===== config.mk =====
export PLATFORM = sky130hd
export DESIGN_NAME = tree_sum_accumulator_flat
export DESIGN_NICKNAME = d
export VERILOG_FILES = /design/src/rtl/tree_acc_pkg.sv /design/src/rtl/tree_sum_accumulator_if.sv /design/src/rtl/tree_acc_counter.sv /design/src/rtl/tree_sum_accumulator.sv /design/src/flat_wrapper.sv
export SDC_FILE = /design/constraint.sdc
export NUM_CORES = 1
export LEC_CHECK = 0
export BUFFER_PORTS_ARGS = -buffer_cell sky130_fd_sc_hd__buf_2
export CAP_MARGIN = 20
export CORE_ASPECT_RATIO = 0.5
export CORE_UTILIZATION = 60
export CTS_BUF_LIST = sky130_fd_sc_hd__clkbuf_8
export CTS_CLUSTER_SIZE = 8
export DETAILED_ROUTE_END_ITERATION = 10
export MAX_ROUTING_LAYER = met4
export PLACE_DENSITY = 0.85
export SYNTH_ARGS = -nofsm -noshare
export SYNTH_HDL_FRONTEND = slang
export SYNTH_SLANG_ARGS = --single-unit

===== constraint.sdc =====
create_clock -name clk -period 4.05 [get_ports clk]
set_clock_uncertainty 0.15 [all_clocks]
set_input_delay 0.6075 -clock clk [delete_from_list [all_inputs] [get_ports clk]]
set_output_delay 0.6075 -clock clk [all_outputs]
set_load 0.01 [all_outputs]

===== src/rtl/tree_acc_pkg.sv =====
// Shared definitions for the tree adder result accumulator.
// State encodings, default widths and a clog2 helper for sizing and parameter checks.
package tree_acc_pkg;

    localparam int unsigned TREE_SUM_W = 10;
    localparam int unsigned TREE_ACC_W = 12;

    typedef enum logic {
        ACCUM = 1'b0,
        HOLD  = 1'b1
    } acc_state_t;

    // Returns the number of bits needed to hold values 0..v-1.
    function automatic int unsigned clog2(input int unsigned v);
        int unsigned r;
        int unsigned x;
        r = 0;
        x = (v > 0) ? v - 1 : 0;
        while (x > 0) begin
            r = r + 1;
            x = x >> 1;
        end
        return r;
    endfunction

endpackage


===== src/rtl/tree_sum_accumulator_if.sv =====
// Handshake bundle between the tree adder stream, the accumulator and its result sink.
// master = producer/sink side, slave = accumulator side.
interface tree_sum_accumulator_if #(
    parameter int unsigned IN_W  = tree_acc_pkg::TREE_SUM_W,
    parameter int unsigned ACC_W = tree_acc_pkg::TREE_ACC_W
);
    logic             clr;
    logic             in_valid;
    logic             in_ready;
    logic [IN_W-1:0]  in_sum;
    logic             out_valid;
    logic             out_ready;
    logic [ACC_W-1:0] out_sum;
    logic             out_ovf;
    logic             busy;

    modport master (
        output clr, in_valid, in_sum, out_ready,
        input  in_ready, out_valid, out_sum, out_ovf, busy
    );

    modport slave (
        input  clr, in_valid, in_sum, out_ready,
        output in_ready, out_valid, out_sum, out_ovf, busy
    );
endinterface


===== src/rtl/tree_acc_counter.sv =====
// Modulo-N sample counter with enable, synchronous clear and terminal-count flag.
module tree_acc_counter #(
    parameter int unsigned N = 4,
    parameter int unsigned W = 2
) (
    input  logic         clk,
    input  logic         reset_n,
    input  logic         clr,
    input  logic         en,
    output logic [W-1:0] count,
    output logic         tc
);
    assign tc = (count == W'(N - 1));

    // Count accepted samples, wrapping to zero after the N-th.
    always_ff @(posedge clk or negedge reset_n) begin
        if (!reset_n) begin
            count <= '0;
        end else if (clr) begin
            count <= '0;
        end else if (en) begin
            count <= tc ? '0 : count + 1'b1;
        end
    end
endmodule


===== src/rtl/tree_sum_accumulator.sv =====
// Accumulates N tree-adder sums into a block total and presents it on an output handshake.
// Optional macro TREE_ACC_SAT_EN: saturate the accumulator on carry out instead of wrapping.
module tree_sum_accumulator
    import tree_acc_pkg::*;
#(
    parameter int unsigned IN_W  = TREE_SUM_W,
    parameter int unsigned N     = 4,
    parameter int unsigned ACC_W = TREE_ACC_W
) (
    input  logic                   clk,
    input  logic                   reset_n,
    tree_sum_accumulator_if.slave  io
);
    localparam int unsigned CNT_W = (clog2(N) < 1) ? 1 : clog2(N);

    acc_state_t         state;
    logic [ACC_W-1:0]   acc;
    logic [ACC_W:0]     sum_ext;
    logic [ACC_W-1:0]   acc_next;
    logic               carry;
    logic               accept;
    logic [CNT_W-1:0]   count;
    logic               tc;
    logic               in_ready_r;
    logic               out_valid_r;
    logic [ACC_W-1:0]   out_sum_r;
    logic               out_ovf_r;

    assign accept  = io.in_valid & in_ready_r;
    assign sum_ext = {1'b0, acc} + (ACC_W + 1)'(io.in_sum);
    assign carry   = sum_ext[ACC_W];

`ifdef TREE_ACC_SAT_EN
    // Once saturated, every further add carries again, so acc stays pinned at all-ones.
    assign acc_next = carry ? '1 : sum_ext[ACC_W-1:0];
`else
    assign acc_next = sum_ext[ACC_W-1:0];
`endif

    tree_acc_counter #(
        .N (N),
        .W (CNT_W)
    ) u_counter (
        .clk     (clk),
        .reset_n (reset_n),
        .clr     (io.clr),
        .en      (accept & ~io.clr),
        .count   (count),
        .tc      (tc)
    );

    assign io.in_ready  = in_ready_r;
    assign io.out_valid = out_valid_r;
    assign io.out_sum   = out_sum_r;
    assign io.out_ovf   = out_ovf_r;
    assign io.busy      = (count != '0) | out_valid_r;

    // Block FSM and accumulator datapath; clr overrides everything but reset.
    always_ff @(posedge clk or negedge reset_n) begin
        if (!reset_n) begin
            state       <= ACCUM;
            acc         <= '0;
            out_sum_r   <= '0;
            out_valid_r <= 1'b0;
            out_ovf_r   <= 1'b0;
            in_ready_r  <= 1'b1;
        end else if (io.clr) begin
            state       <= ACCUM;
            acc         <= '0;
            out_valid_r <= 1'b0;
            out_ovf_r   <= 1'b0;
            in_ready_r  <= 1'b1;
        end else begin
            case (state)
                ACCUM: begin
                    if (accept) begin
                        acc       <= acc_next;
                        out_ovf_r <= out_ovf_r | carry;
                        if (tc) begin
                            out_sum_r   <= acc_next;
                            out_valid_r <= 1'b1;
                            in_ready_r  <= 1'b0;
                            state       <= HOLD;
                        end
                    end
                end
                HOLD: begin
                    if (io.out_ready) begin
                        acc         <= '0;
                        out_ovf_r   <= 1'b0;
                        out_valid_r <= 1'b0;
                        in_ready_r  <= 1'b1;
                        state       <= ACCUM;
                    end
                end
                default: begin
                    state <= ACCUM;
                end
            endcase
        end
    end
endmodule

===== src/flat_wrapper.sv =====
// flat-port wrapper written by rule: the top's interface ports become plain ports
module tree_sum_accumulator_flat import tree_acc_pkg::*;
#(
    parameter int unsigned IN_W  = TREE_SUM_W,
    parameter int unsigned N     = 4,
    parameter int unsigned ACC_W = TREE_ACC_W
)
  (clk, reset_n, io_clr, io_in_valid, io_in_sum, io_out_ready, io_in_ready, io_out_valid, io_out_sum, io_out_ovf, io_busy);
  tree_sum_accumulator_if #(.IN_W(IN_W), .ACC_W(ACC_W)) io_i ();
  input  logic clk;
  input  logic reset_n;
  input wire logic [$bits(io_i.clr)-1:0] io_clr;
  input wire logic [$bits(io_i.in_valid)-1:0] io_in_valid;
  input wire logic [$bits(io_i.in_sum)-1:0] io_in_sum;
  input wire logic [$bits(io_i.out_ready)-1:0] io_out_ready;
  output wire logic [$bits(io_i.in_ready)-1:0] io_in_ready;
  output wire logic [$bits(io_i.out_valid)-1:0] io_out_valid;
  output wire logic [$bits(io_i.out_sum)-1:0] io_out_sum;
  output wire logic [$bits(io_i.out_ovf)-1:0] io_out_ovf;
  output wire logic [$bits(io_i.busy)-1:0] io_busy;
  assign io_i.clr = io_clr;
  assign io_i.in_valid = io_in_valid;
  assign io_i.in_sum = io_in_sum;
  assign io_i.out_ready = io_out_ready;
  assign io_in_ready = io_i.in_ready;
  assign io_out_valid = io_i.out_valid;
  assign io_out_sum = io_i.out_sum;
  assign io_out_ovf = io_i.out_ovf;
  assign io_busy = io_i.busy;
  tree_sum_accumulator #(.IN_W(IN_W), .N(N), .ACC_W(ACC_W)) u_core (.clk(clk), .reset_n(reset_n), .io(io_i));
endmodule

==> run_results.csv <==
group,metric,value,unit
die,start_util,64.0,%
global_routing,grt_max_degree,31,
cts,clk_latency,0.28,ns
power,sw_frac_of_total,32.2,%
run,maxCapViolations,0,
worst_setup_path,cp_slowest_stage_delay,0.43,ns
global_routing,grt_pass1_wl,5690,um
cts,cts_tree,"done",
yosys,ys_types,36,
cts,cts_setup_buffers,0,
sta,rsz0062_at_grt,"no",
final_layout,final_common_cell,"buf_2",
sta,finalSetupViolations,0,
sta,max_slew.worst_pin.slew,0.675,ns
route,wirelength,3620,um
placed_design,hpwl,2570,um
sta,fin_tns_setup,0,ns
final_layout,multi_input_area,896,um^2
route,routed_via_density,5.78,
yosys,syn-instance-count,166,
cts,numCtsBuffers,5,
route,wl_per_cell,15.2,um
route,via_count,1376,
global_routing,antenna_found_initial,0,
worst_setup_path,worst-setup-path-type,"input port to flip-flop",
power,power.density,419,mW/mm^2
route,drt_iter0_drc,111,
yosys,ys_ff_latch,30,
route,route.detailed.drc,0,
cts,clock_sinks,30,
worst_setup_path,cp.required,4.06,ns
yosys,synth.avg_cell_area,10.1,um^2
final_layout,mostFrequentLayoutCells,"buf_2, dfrtp_1, nand2_1",
cts,htree_levels,2,
die,dieArea,0.00302,mm^2
final_layout,fin_area,0.00195,mm^2
worst_setup_path,cp-start-kind,"input port",
cts,cts_resized,0,
power,p_int,552,uW
final_layout,diodes,0,
sta,slew_headroom,55.0,%
cts,cts_buffer_depth,2,
final_layout,num-fill-cells,193,
final_layout,layout-drive-gt1-share,24.4,%
die,io_pins,31,
power,p_clk_share,27.8,%
die,num_rows,13,
yosys,synth_edf_count,0,
power,p_sw,262,uW
die,coreArea,0.00262,mm^2
cts,cts_root_buffer,"clkbuf_8",
cts,postCtsHoldBufs,0,
worst_setup_path,reg2reg_to,"u_core.io.out_sum[10]",
route,ant_nets,0,
cts,clkTransAtPathRegs,0.07,ns
global_routing,grt_usage,27.1,%
worst_setup_path,crit_arrival,2.42,ns
worst_setup_path,r2r-start,"u_core.acc[0]",
global_routing,grt_pass1_vias,1224,
outcome,run_status,"completed",
worst_setup_path,reg2regPathDepth,7,
route,dr.pass1.iters,4,
die,die_h,39.4,um
sta,period_share,59.7,%
power,ir_drop,0.249,mV
power,seqPwrFrac,44.1,%
sta,final-hold-violation-count,0,
worst_setup_path,crit_path_end_kind,"flip-flop",
final_layout,areaGrowthSynthToFinish,16.0,%
global_routing,gr-total-overflow,0,
power,pwr-share-comb,28.1,%
yosys,ys_async_sr_fraction,100,%
yosys,seq_area_frac_synth,44.9,%
sta,clock.fmax,414,MHz
yosys,syn_nets,194,
yosys,syn_area,0.00168,mm^2
final_layout,fin_nets,228,
placed_design,port_buffers,30,
placed_design,place_congestion,0.888,
placed_design,dpl-instance-area,0.00186,mm^2
yosys,yosys_warnings,0,
sta,final.min_clock_period,2.42,ns
power,p_leak,1.01,nW
hold_path,holdCritPathClass,"input port to async pin",
worst_setup_path,crit_fanout,4,
yosys,ys.flop_type,"dfrtp_1",
final_layout,register_area,752,um^2
sta,slew_violations,0,
die,die_w,76.8,um
worst_setup_path,slowest_stage,"fa_1",
worst_setup_path,cp_cell_sequence,"buf_2 -> ha_1 -> fa_1 -> a211oi_1 -> o211ai_1 -> a41oi_2 -> xor2_1 -> o21ai_0",
worst_setup_path,r2r_setup_slack,1.70,ns
==> critical path, delay by kind of cell <==
kind | cells | cell delay, ns
AO/OA/AOI/OAI | 4 | 0.90
adder cells (fa/ha/maj) | 2 | 0.65
XOR/XNOR | 1 | 0.16
buffers and inverters | 1 | 0.10
==> cell type report <==
cell class                 count  area share (%)
multi-input combinational    129            46.0
clock inverter                 3           0.707
sequential                    30            38.6
timing repair buffer          31            8.10
inverter                       3           0.579
tap                           37            2.38
clock buffer                   5            3.54
==> power by group through the flow <==
stage	combinational [mW]	clock [mW]	sequential (mW)
3_3_place_gp	0.218	0	0.362
2_1_floorplan	0.150	0	0.369
5_1_grt	0.255	0.242	0.364
3_5_place_dp	0.224	0	0.364
6_report	0.229	0.227	0.359
4_1_cts	0.229	0.230	0.359
==> flip-flops by register name, indices dropped and copies added, names as in the netlist <==
signal / count
u_core.io.in_ready: 1
u_core.state: 1
u_core.io.out_sum: 12
u_core.acc: 12
u_core.io.out_ovf: 1
u_core.u_counter.count: 2
u_core.io.out_valid: 1
==> cell families after synthesis <==
family,synth area share (%)
XOR/XNOR,3.66
AO/OA/AOI/OAI,20.6
multiplexers,4.03
buffers and inverters,1.72
flip-flops,44.9
AND/OR/NAND/NOR,15.0
adder cells (fa/ha/maj),10.1
==> synthesized netlist by cell type, types with 2 or more instances <==
cell / count / area share, %
dfrtp_1: 29 / 43
nand2_1: 21 / 4.7
a21oi_1: 12 / 3.6
ha_1: 12 / 9.0
o21ai_0: 12 / 3.6
nand3_1: 7 / 2.1
a22o_1: 6 / 3.1
mux2_2: 6 / 4.0
nor2_1: 6 / 1.3
a21o_1: 4 / 1.8
o21a_1: 4 / 1.8
or3_1: 4 / 1.5
xnor2_1: 4 / 2.1
a211oi_1: 3 / 1.3
and3_1: 3 / 1.1
inv_1: 3 / 0.67
nor3_1: 3 / 0.90
o31ai_1: 3 / 1.3
xor2_1: 3 / 1.6
buf_2: 2 / 0.60
clkbuf_1: 2 / 0.45
nand2b_1: 2 / 0.75
o21bai_1: 2 / 0.90
==> worst max path at each step <==
stage / slack [ns] / to / cells after the start / start
after floorplan: 1.63 / u_core.io.out_sum[10] / 7 / io_in_sum[0]
after global placement: 1.39 / u_core.io.out_sum[10] / 8 / io_in_sum[0]
after detailed placement: 1.37 / u_core.io.out_sum[10] / 8 / io_in_sum[0]
after CTS: 1.64 / u_core.io.out_sum[10] / 8 / io_in_sum[0]
after global routing: 1.50 / u_core.io.out_sum[10] / 8 / io_in_sum[0]
final: 1.63 / u_core.io.out_sum[10] / 8 / io_in_sum[0]
==> through the flow <==
stage	cells	hold slack (ns)	util, %	setup slack [ns]	power, mW
CTS	238	0.239	74.3	1.64	0.818
global placement	230	0.307	71.1	1.39	0.579
detailed placement	230	0.317	71.1	1.37	0.588
floorplan	166	0.162	-	1.63	0.519
finish	238	0.205	74.3	1.63	0.814
global route	238	0.258	74.3	1.50	0.862
==> metal layers <==
| layer | wire length (um) | GRT usage, % | vias to the layer above |
|---|---|---|---|
| met4 | 25 | 10.1 | 0 |
| met1 | 1780 | 33.6 | 662 |
| li1 | - | - | 678 |
| met3 | 155 | 7.21 | 4 |
| met2 | 1660 | 44.2 | 32 |
| met5 | 0 | - | - |
(Power assumes the default switching activity.)
